--- config.mk ---
export PLATFORM = sky130hd
export DESIGN_NAME = vga_sync_rx
export DESIGN_NICKNAME = d
export VERILOG_FILES = /design/src/rtl/vga_sync_rx.sv
export SDC_FILE = /design/constraint.sdc
export NUM_CORES = 1
export LEC_CHECK = 0
export CAP_MARGIN = 20
export CORE_UTILIZATION = 49
export DETAILED_ROUTE_END_ITERATION = 6
export PLACE_DENSITY = 0.73
export SLEW_MARGIN = 5
export SYNTH_ARGS = -nofsm -noshare
export SYNTH_HDL_FRONTEND = slang
export SYNTH_SLANG_ARGS = --single-unit
--- constraint.sdc ---
create_clock -name clk -period 3.25 [get_ports clk]
set_clock_uncertainty 0.1 [all_clocks]
set_input_delay 0.65 -clock clk [delete_from_list [all_inputs] [get_ports clk]]
set_output_delay 0.65 -clock clk [all_outputs]
set_load 0.005 [all_outputs]
--- src/rtl/vga_sync_rx.sv ---
// vga_sync_rx: decodes hsync/vsync (clk, rst, hsync_in, vsync_in) into x/y/active, frame_start, line_len, frame_lines and locked
module vga_sync_rx #(
  parameter int H_TOTAL     = 800,
  parameter int V_TOTAL     = 525,
  parameter int H_ACT_START = 144,
  parameter int H_ACT       = 640,
  parameter int V_ACT_START = 35,
  parameter int V_ACT       = 480,
  parameter bit HS_POL      = 1'b0,
  parameter bit VS_POL      = 1'b0,
  parameter int LOCK_FRAMES = 2
) (
  input  logic        clk,
  input  logic        rst,
  input  logic        hsync_in,
  input  logic        vsync_in,
  output logic [10:0] x,
  output logic [10:0] y,
  output logic        active,
  output logic        frame_start,
  output logic [10:0] line_len,
  output logic [10:0] frame_lines,
  output logic        locked
);
  localparam int GW = $clog2(LOCK_FRAMES + 1);
  localparam logic [GW-1:0] LF = GW'(LOCK_FRAMES);
  localparam logic [10:0] MAX = 11'h7ff;
  localparam logic [10:0] HS0 = 11'(H_ACT_START);
  localparam logic [10:0] HS1 = 11'(H_ACT_START + H_ACT);
  localparam logic [10:0] VS0 = 11'(V_ACT_START);
  localparam logic [10:0] VS1 = 11'(V_ACT_START + V_ACT);
  logic hs, vs, hs_q, vs_q, hs_rise, vs_rise, fb, line_err, timeout, good, win;
  logic vs_pend_q, seen_h_q, seen_v_q, line_bad_q, active_q, frame_start_q, locked_q;
  logic [10:0] h_cnt_q, v_cnt_q, h_inc, v_inc, x_q, y_q, line_len_q, frame_lines_q;
  logic [GW-1:0] good_cnt_q, good_cnt_d;
  always_comb begin
    hs = hsync_in ~^ HS_POL;
    vs = vsync_in ~^ VS_POL;
    hs_rise = hs & ~hs_q;
    vs_rise = vs & ~vs_q;
    h_inc = h_cnt_q + 11'd1;
    v_inc = v_cnt_q + 11'd1;
    fb = hs_rise & (vs_pend_q | vs_rise);
    line_err = hs_rise & seen_h_q & (h_inc != 11'(H_TOTAL));
    timeout = (h_cnt_q == MAX) | (v_cnt_q == MAX);
    good = (v_inc == 11'(V_TOTAL)) & ~line_bad_q & ~line_err;
    good_cnt_d = (timeout | line_err) ? '0 :
                 (fb & seen_v_q) ? (good ? ((good_cnt_q == LF) ? LF : good_cnt_q + GW'(1)) : '0) :
                 good_cnt_q;
    win = (h_cnt_q >= HS0) & (h_cnt_q < HS1) & (v_cnt_q >= VS0) & (v_cnt_q < VS1) & locked_q;
  end
  always_ff @(posedge clk) begin
    if (rst) begin
      hs_q <= 1'b0;
      vs_q <= 1'b0;
      h_cnt_q <= '0;
      v_cnt_q <= '0;
      vs_pend_q <= 1'b0;
      seen_h_q <= 1'b0;
      seen_v_q <= 1'b0;
      line_bad_q <= 1'b0;
      good_cnt_q <= '0;
      x_q <= '0;
      y_q <= '0;
      active_q <= 1'b0;
      frame_start_q <= 1'b0;
      line_len_q <= '0;
      frame_lines_q <= '0;
      locked_q <= 1'b0;
    end else begin
      hs_q <= hs;
      vs_q <= vs;
      h_cnt_q <= hs_rise ? '0 : (h_cnt_q == MAX) ? MAX : h_inc;
      if (hs_rise) seen_h_q <= 1'b1;
      if (hs_rise & seen_h_q) line_len_q <= h_inc;
      frame_start_q <= fb;
      if (fb) begin
        v_cnt_q <= '0;
        vs_pend_q <= 1'b0;
        seen_v_q <= 1'b1;
        if (seen_v_q) frame_lines_q <= v_inc;
      end else begin
        if (vs_rise) vs_pend_q <= 1'b1;
        if (hs_rise) v_cnt_q <= (v_cnt_q == MAX) ? MAX : v_inc;
      end
      line_bad_q <= fb ? 1'b0 : (line_bad_q | line_err);
      good_cnt_q <= good_cnt_d;
      // next-state compare so a line error or timeout drops lock one cycle later
      locked_q <= (good_cnt_d == LF);
      active_q <= win;
      x_q <= win ? h_cnt_q - HS0 : '0;
      y_q <= win ? v_cnt_q - VS0 : '0;
    end
  end
  assign x = x_q;
  assign y = y_q;
  assign active = active_q;
  assign frame_start = frame_start_q;
  assign line_len = line_len_q;
  assign frame_lines = frame_lines_q;
  assign locked = locked_q;
endmodule

==> metrics.txt, run 1 <==
quantity of gates resized following cts=0; Max Cap Viol=0; Setup TNS=0 ns; period utilisation layout=89.2%; Starting DRT DRC Count=219; final wirelength=7380 um; crit path max fanout=13; setup repair bufs after CTS=0; Worst Hold End=frame_lines[1]$_SDFFE_PP0P_; Sink Count=77; via count=2855; Cell variety after synth=58; adder-cell area share of the yosys netlist=3.34%; Layout Cells excl Fill=510; post-place setup slack=0.203 ns; r2r endpoint=locked$_SDFF_PP0_; crit path DAT=3.04 ns; WL/cell=14.5 um; Synth top area share=45.7%; status=finished with violations; Synth Area in Simple Gates=20.9%; Synth async-reset ratio=0%; Leakage=1.49 nW; Pre-antenna DRT Iters=7; most frequent cells in the layout=dfxtp_1, nor2_1, clkdlybuf4s50_1; relative slew slack=50.6%; total congestion overflow=0; P per Cell Area=480 nW/um2; synthesis warning total=0; antenna violations before repair=0; Buf/Inv on CP=0; Final Hold Fails=0; layout cells sized above 1=8.08%; core area=6490 um2; fillers=538; number of flops mapped to enable cells by yosys=0; CP max stage delay=0.67 ns; Die X=85.0 um; sequential cell area fraction in the yosys report=45.7%; largest family of logic cells by synthesized area=simple AND/OR/NAND/NOR gates; wire length of the first global-routing pass=12300 um; DRC violations left=5; Post-Syn Instances=391; Crit Path Category=flop to flop; R2R setup slack=0.35 ns; CTS Buf Count=9; die area=7220 um2; register bit count reported by yosys=77; Period minus WS final=2.90 ns; Mapped Area=3370 um2; fin. max-slew vios=0; critical hold path startpoint=frame_lines[1]$_SDFFE_PP0P_; Crit path max-delay family=compound AO/OA/AOI/OAI gates; VDD IR-drop max=0.000228 V; syn_area_per_cell=8.62 um2; cell taking the most area after synthesis=dfxtp_1; # nets final=441; number of diodes=0; CTS tree=yes; Clk pin slew, worst setup/hold paths=0.08 ns; Hold/Removal Path Class=flop to flop; PortBufs=50; Worst Tran Pin Value=0.723 ns; post-detail-place hpwl=5260 um; met3 usage=3.02%; Setup-failing EPs final=0; Synth area leaders=dfxtp_1, nor2_1, xnor2_1; multi-input logic area=1630 um2; CTS Root Cell=clkbuf_8; Hold Crit Depth=2; Storage cell area=1540 um2; GR Util met2=31.3%; power after layout=1.99 mW; commonest non-fill, non-tap cell in the layout=dfxtp_1; # placed instances=494; xor/xnor cell area share of the yosys netlist=7.53%; I/O Pins=51; post-synthesis net count=404; largest net degree at the start of global routing=32; multiplexer share of the synthesized area=0.297%; Main synth FF type=dfxtp_1; Area Overhead vs Synth=22.9%; Rows=29; number of routed nets with antenna violations=0; Initial Utilization=51.9%; later-pin clock latency in the skew report=0.34 ns; Die Y=85.0 um; failing checks=design-rule violations; grt met1 use=31.7%; worst r2r src=v_cnt_q[0]$_SDFFE_PP0P_; RD Place Congestion=0.859; worst hold margin=0.367 ns; CP Cell Sequence=ha_1, nand3_1, nor2_1, a31oi_1, a2111oi_0, a22oi_1, nor4_2; vias in the first global route=2528; unrepaired setup endpoints after global routing=false; CP Capture Type=flop; CP max-delay cell=a2111oi_0; cells on worst reg2reg path=7; GRT Overall Usage=21.4%; Clock Path Buffers=2; fmax=345 MHz; crit start category=flop; final worst setup slack=0.351 ns; WP data required=3.40 ns; complex-gate fraction of the synthesized area=16.0%; H-tree depth=3; DR vias/cell=5.60; busiest grt layer=met1; hold buffer count at cts=0
report_power, final:
group | switching [mW] | internal [mW] | total (mW) | leakage, nW
sequential | 0.0183 | 0.963 | 0.982 | 0.624
clock | 0.338 | 0.553 | 0.891 | 0.126
combinational | 0.0623 | 0.0529 | 0.115 | 0.737
total | 0.418 | 1.57 | 1.99 | 1.49
how the worst max path moves through the flow:
stage | to | depth (start not counted) | slack, ns | from
floorplan | locked$_SDFF_PP0_ | 7 | 0.93 | hsync_in
global placement | locked$_SDFF_PP0_ | 7 | 0.39 | hsync_in
detailed placement | locked$_SDFF_PP0_ | 7 | 0.20 | hsync_in
CTS | locked$_SDFF_PP0_ | 7 | 0.40 | v_cnt_q[0]$_SDFFE_PP0P_
global route | good_cnt_q[0]$_SDFF_PP0_ | 7 | 0.16 | v_cnt_q[0]$_SDFFE_PP0P_
finish | locked$_SDFF_PP0_ | 7 | 0.35 | v_cnt_q[0]$_SDFFE_PP0P_
worst reg2reg max path: stages (launching register included):
cell and delay (ns):
dfxtp_1 0.50, ha_1 0.48, nand3_1 0.16, nor2_1 0.27, a31oi_1 0.15, a2111oi_0 0.67, a22oi_1 0.22, nor4_2 0.26
cell usage after synthesis, drive strengths merged, types with 3 or more instances:
master and n:
dfxtp 77, nor2 71, nand2 24, a21oi 22, xnor2 22, a211oi 21
clkbuf 19, inv 17, nor3 12, buf 11, ha 9, nand3 9
xor2 7, o21ai 6, a311oi 5, nand4 5, a31oi 4, nand2b 4
nor3b 4, nor4 4, and2 3, and4 3, o31ai 3
layer usage:
layer,share of wire [%],routed length (um),vias up
li1,-,-,1425
met1,50,3680,1325
met2,43,3200,93
met3,5.1,375,12
met4,1.6,121,0
met5,0,0,-
per-stage QoR:
stage | util [%] | area (um2)
floorplan | - | 3370
global placement | 59.8 | 3880
detailed placement | 59.8 | 3880
CTS | 63.8 | 4140
global route | 63.8 | 4140
finish | 63.8 | 4140
registers in the layout (all words and copies together), names as in the netlist, 2 cells and up:
| name | count |
|---|---|
| good_cnt_q | 2 |
| x | 11 |
| h_cnt_q | 11 |
| frame_lines | 11 |
| line_len | 11 |
| y | 11 |
| v_cnt_q | 11 |
kinds of logic after synthesis:
family | count (synthesis)
compound gates | 78
xor+xnor | 29
fa+ha+maj | 9
buf+inv | 48
flops | 77
mux | 1
simple gates | 149
final cells by class:
class	instances	share of cell area, %
timing repair buffer	56	13.2
sequential	77	37.2
inverter	18	1.66
clock inverter	5	2.57
multi-input combinational	266	39.4
clock buffer	11	3.65
tap	77	2.33
(Power assumes the default switching activity.)
==> run 2, diff against run 1 <==
--- a/config.mk
+++ b/config.mk
@@ -6,8 +6,10 @@
 export NUM_CORES = 1
 export LEC_CHECK = 0
 export CAP_MARGIN = 20
+export CORE_ASPECT_RATIO = 1.5
 export CORE_UTILIZATION = 49
 export DETAILED_ROUTE_END_ITERATION = 6
+export HOLD_SLACK_MARGIN = 0.02
 export PLACE_DENSITY = 0.73
 export SLEW_MARGIN = 5
 export SYNTH_ARGS = -nofsm -noshare
==> run 2 against run 1 <==
Net effect:
- the flow now finishes without violations
- clock power fell by 20%
- first-iteration DRC count fell by 22%
- combinational power barely moved
- maximum frequency rose by 1.8%
- sequential power barely moved
- via count rose by 0.70%
- non-clock buffer count rose by 1
- register-to-register slack improved by 0.05 ns
- hold slack improved by 0.0062 ns
- clock-buffer cell count rose by 1
- die area barely moved
- largest cell class unchanged
==> metrics.txt, run 2 (synthesis gave the netlist of run 1 again) <==
number of diodes=0; sw frac=23.2%; most frequent cells in the layout=dfxtp_1, nor2_1, clkdlybuf4s50_1; Final Hold Fails=0; hold buffer count at cts=0; Worst Tran Pin Value=0.652 ns; via count=2875; GRT Overall Usage=23.5%; final wirelength=8020 um; commonest non-fill, non-tap cell in the layout=dfxtp_1; Leakage=1.46 nW; Setup-failing EPs final=0; WP data required=3.41 ns; CP max-delay cell=a2111oi_0; P per Cell Area=443 nW/um2; Finished Core Util=62.1%; quantity of gates resized following cts=0; largest net degree at the start of global routing=32; crit start category=flop; I/O Pins=51; post-place setup slack=0.167 ns; # nets final=442; unrepaired setup endpoints after global routing=false; later-pin clock latency in the skew report=0.35 ns; DRC violations left=0; crit path DAT=3.01 ns; crit path max fanout=13; CTS Root Cell=clkbuf_8; status=finished clean; die area=7220 um2; internal power=1.39 mW; CTS tree=yes; Sink Count=77; PortBufs=50; Initial Utilization=51.3%; fin. max-slew vios=0; core area=6580 um2; Die Y=104 um; setup repair bufs after CTS=0; Period minus WS final=2.85 ns; WL/cell=15.7 um; Buf/Inv on CP=0; relative slew slack=55.4%; Crit Path Category=flop to flop; switching pwr=0.421 mW; Clock Power Share=39.4%; H-tree depth=3; layout cells sized above 1=7.83%; fillers=583; final worst setup slack=0.401 ns; vias in the first global route=2751; Reg power frac=54.3%; Hold/Removal Path Class=flop to flop; Clk pin slew, worst setup/hold paths=0.08 ns; Starting DRT DRC Count=171; Max Cap Viol=0; wire length of the first global-routing pass=13200 um; CP Cell Sequence=ha_1, nand3_1, nor2_1, a31oi_1, a2111oi_0, a22o_1, nor3b_1; antenna violations before repair=0; Crit path max-delay family=compound AO/OA/AOI/OAI gates; Rows=36; CP max stage delay=0.62 ns; number of routed nets with antenna violations=0; Die X=69.7 um; CP Capture Type=flop; Clock Path Buffers=2; Area Overhead vs Synth=21.1%; Setup TNS=0 ns; period utilisation layout=87.6%; fmax=351 MHz; post-detail-place hpwl=5840 um; Pre-antenna DRT Iters=4; power after layout=1.81 mW; CTS Buf Count=9; RD Place Congestion=0.908; DR vias/cell=5.64; VDD IR-drop max=0.000302 V; total congestion overflow=0; Gate power share=6.4%
==> run 2: cell types whose count changed in the layout (fill, tap and decap cells not counted) <==
cell       delta
buf_4         +1
clkinv_2      +2
clkbuf_1      +2
bufinv_16     -2
clkbuf_8      -1
clkinv_4      -1
==> run 2: metrics by stage <==
stage / std cells / cell area, um2 / hold slack [ns]
2_1_floorplan: 391 / 3370 / 0.342
3_3_place_gp: 494 / 3890 / 0.355
3_5_place_dp: 494 / 3890 / 0.360
4_1_cts: 510 / 4080 / 0.371
5_1_grt: 510 / 4080 / 0.389
6_report: 510 / 4080 / 0.373
==> run 2: layout make-up <==
class                           count  area (um2)  share of cell area [%]
Inverter                           18        68.8                    1.69
Timing Repair Buffer               57         553                    13.5
Clock inverter                      4        47.5                    1.16
Clock buffer                       12         145                    3.55
Sequential cell                    77        1540                    37.7
Multi-Input combinational cell    266        1630                    40.0
Tap cell                           76        95.1                    2.33
==> run 2: worst reg2reg max path, delay by kind of cell (launching register included) <==
family	cells	cell delay, ns
AO/OA/AOI/OAI	3	1.01
adder cells (fa/ha/maj)	1	0.51
flip-flops	1	0.48
AND/OR/NAND/NOR	3	0.67
==> run 2: metal layers <==
metal / vias up / routed length, um / GRT usage, %
li1: 1421 / - / -
met1: 1356 / 3110 / 23.2
met2: 73 / 4320 / 43.8
met3: 25 / 263 / 5.84
met4: 0 / 327 / 13.0
met5: - / 0 / 0
==> run 2: final timing paths <==
kind         slack, ns  cells after the start                  endpoint                      from
max               0.40                      7  good_cnt_q[0]$_SDFF_PP0_   v_cnt_q[0]$_SDFFE_PP0P_
min               0.37                      2  line_len[1]$_SDFFE_PP0P_  line_len[1]$_SDFFE_PP0P_
max reg2reg       0.40                      7  good_cnt_q[0]$_SDFF_PP0_   v_cnt_q[0]$_SDFFE_PP0P_
min reg2reg       0.37                      2  line_len[1]$_SDFFE_PP0P_  line_len[1]$_SDFFE_PP0P_
==> run 2: power by group through the flow <==
stage | Sequential (mW) | Combinational (mW) | Clock, mW
floorplan | 0.999 | 0.0717 | 0
global placement | 1.00 | 0.113 | 0
detailed placement | 1.00 | 0.115 | 0
CTS | 0.982 | 0.116 | 0.730
global route | 0.986 | 0.126 | 0.774
finish | 0.983 | 0.115 | 0.713
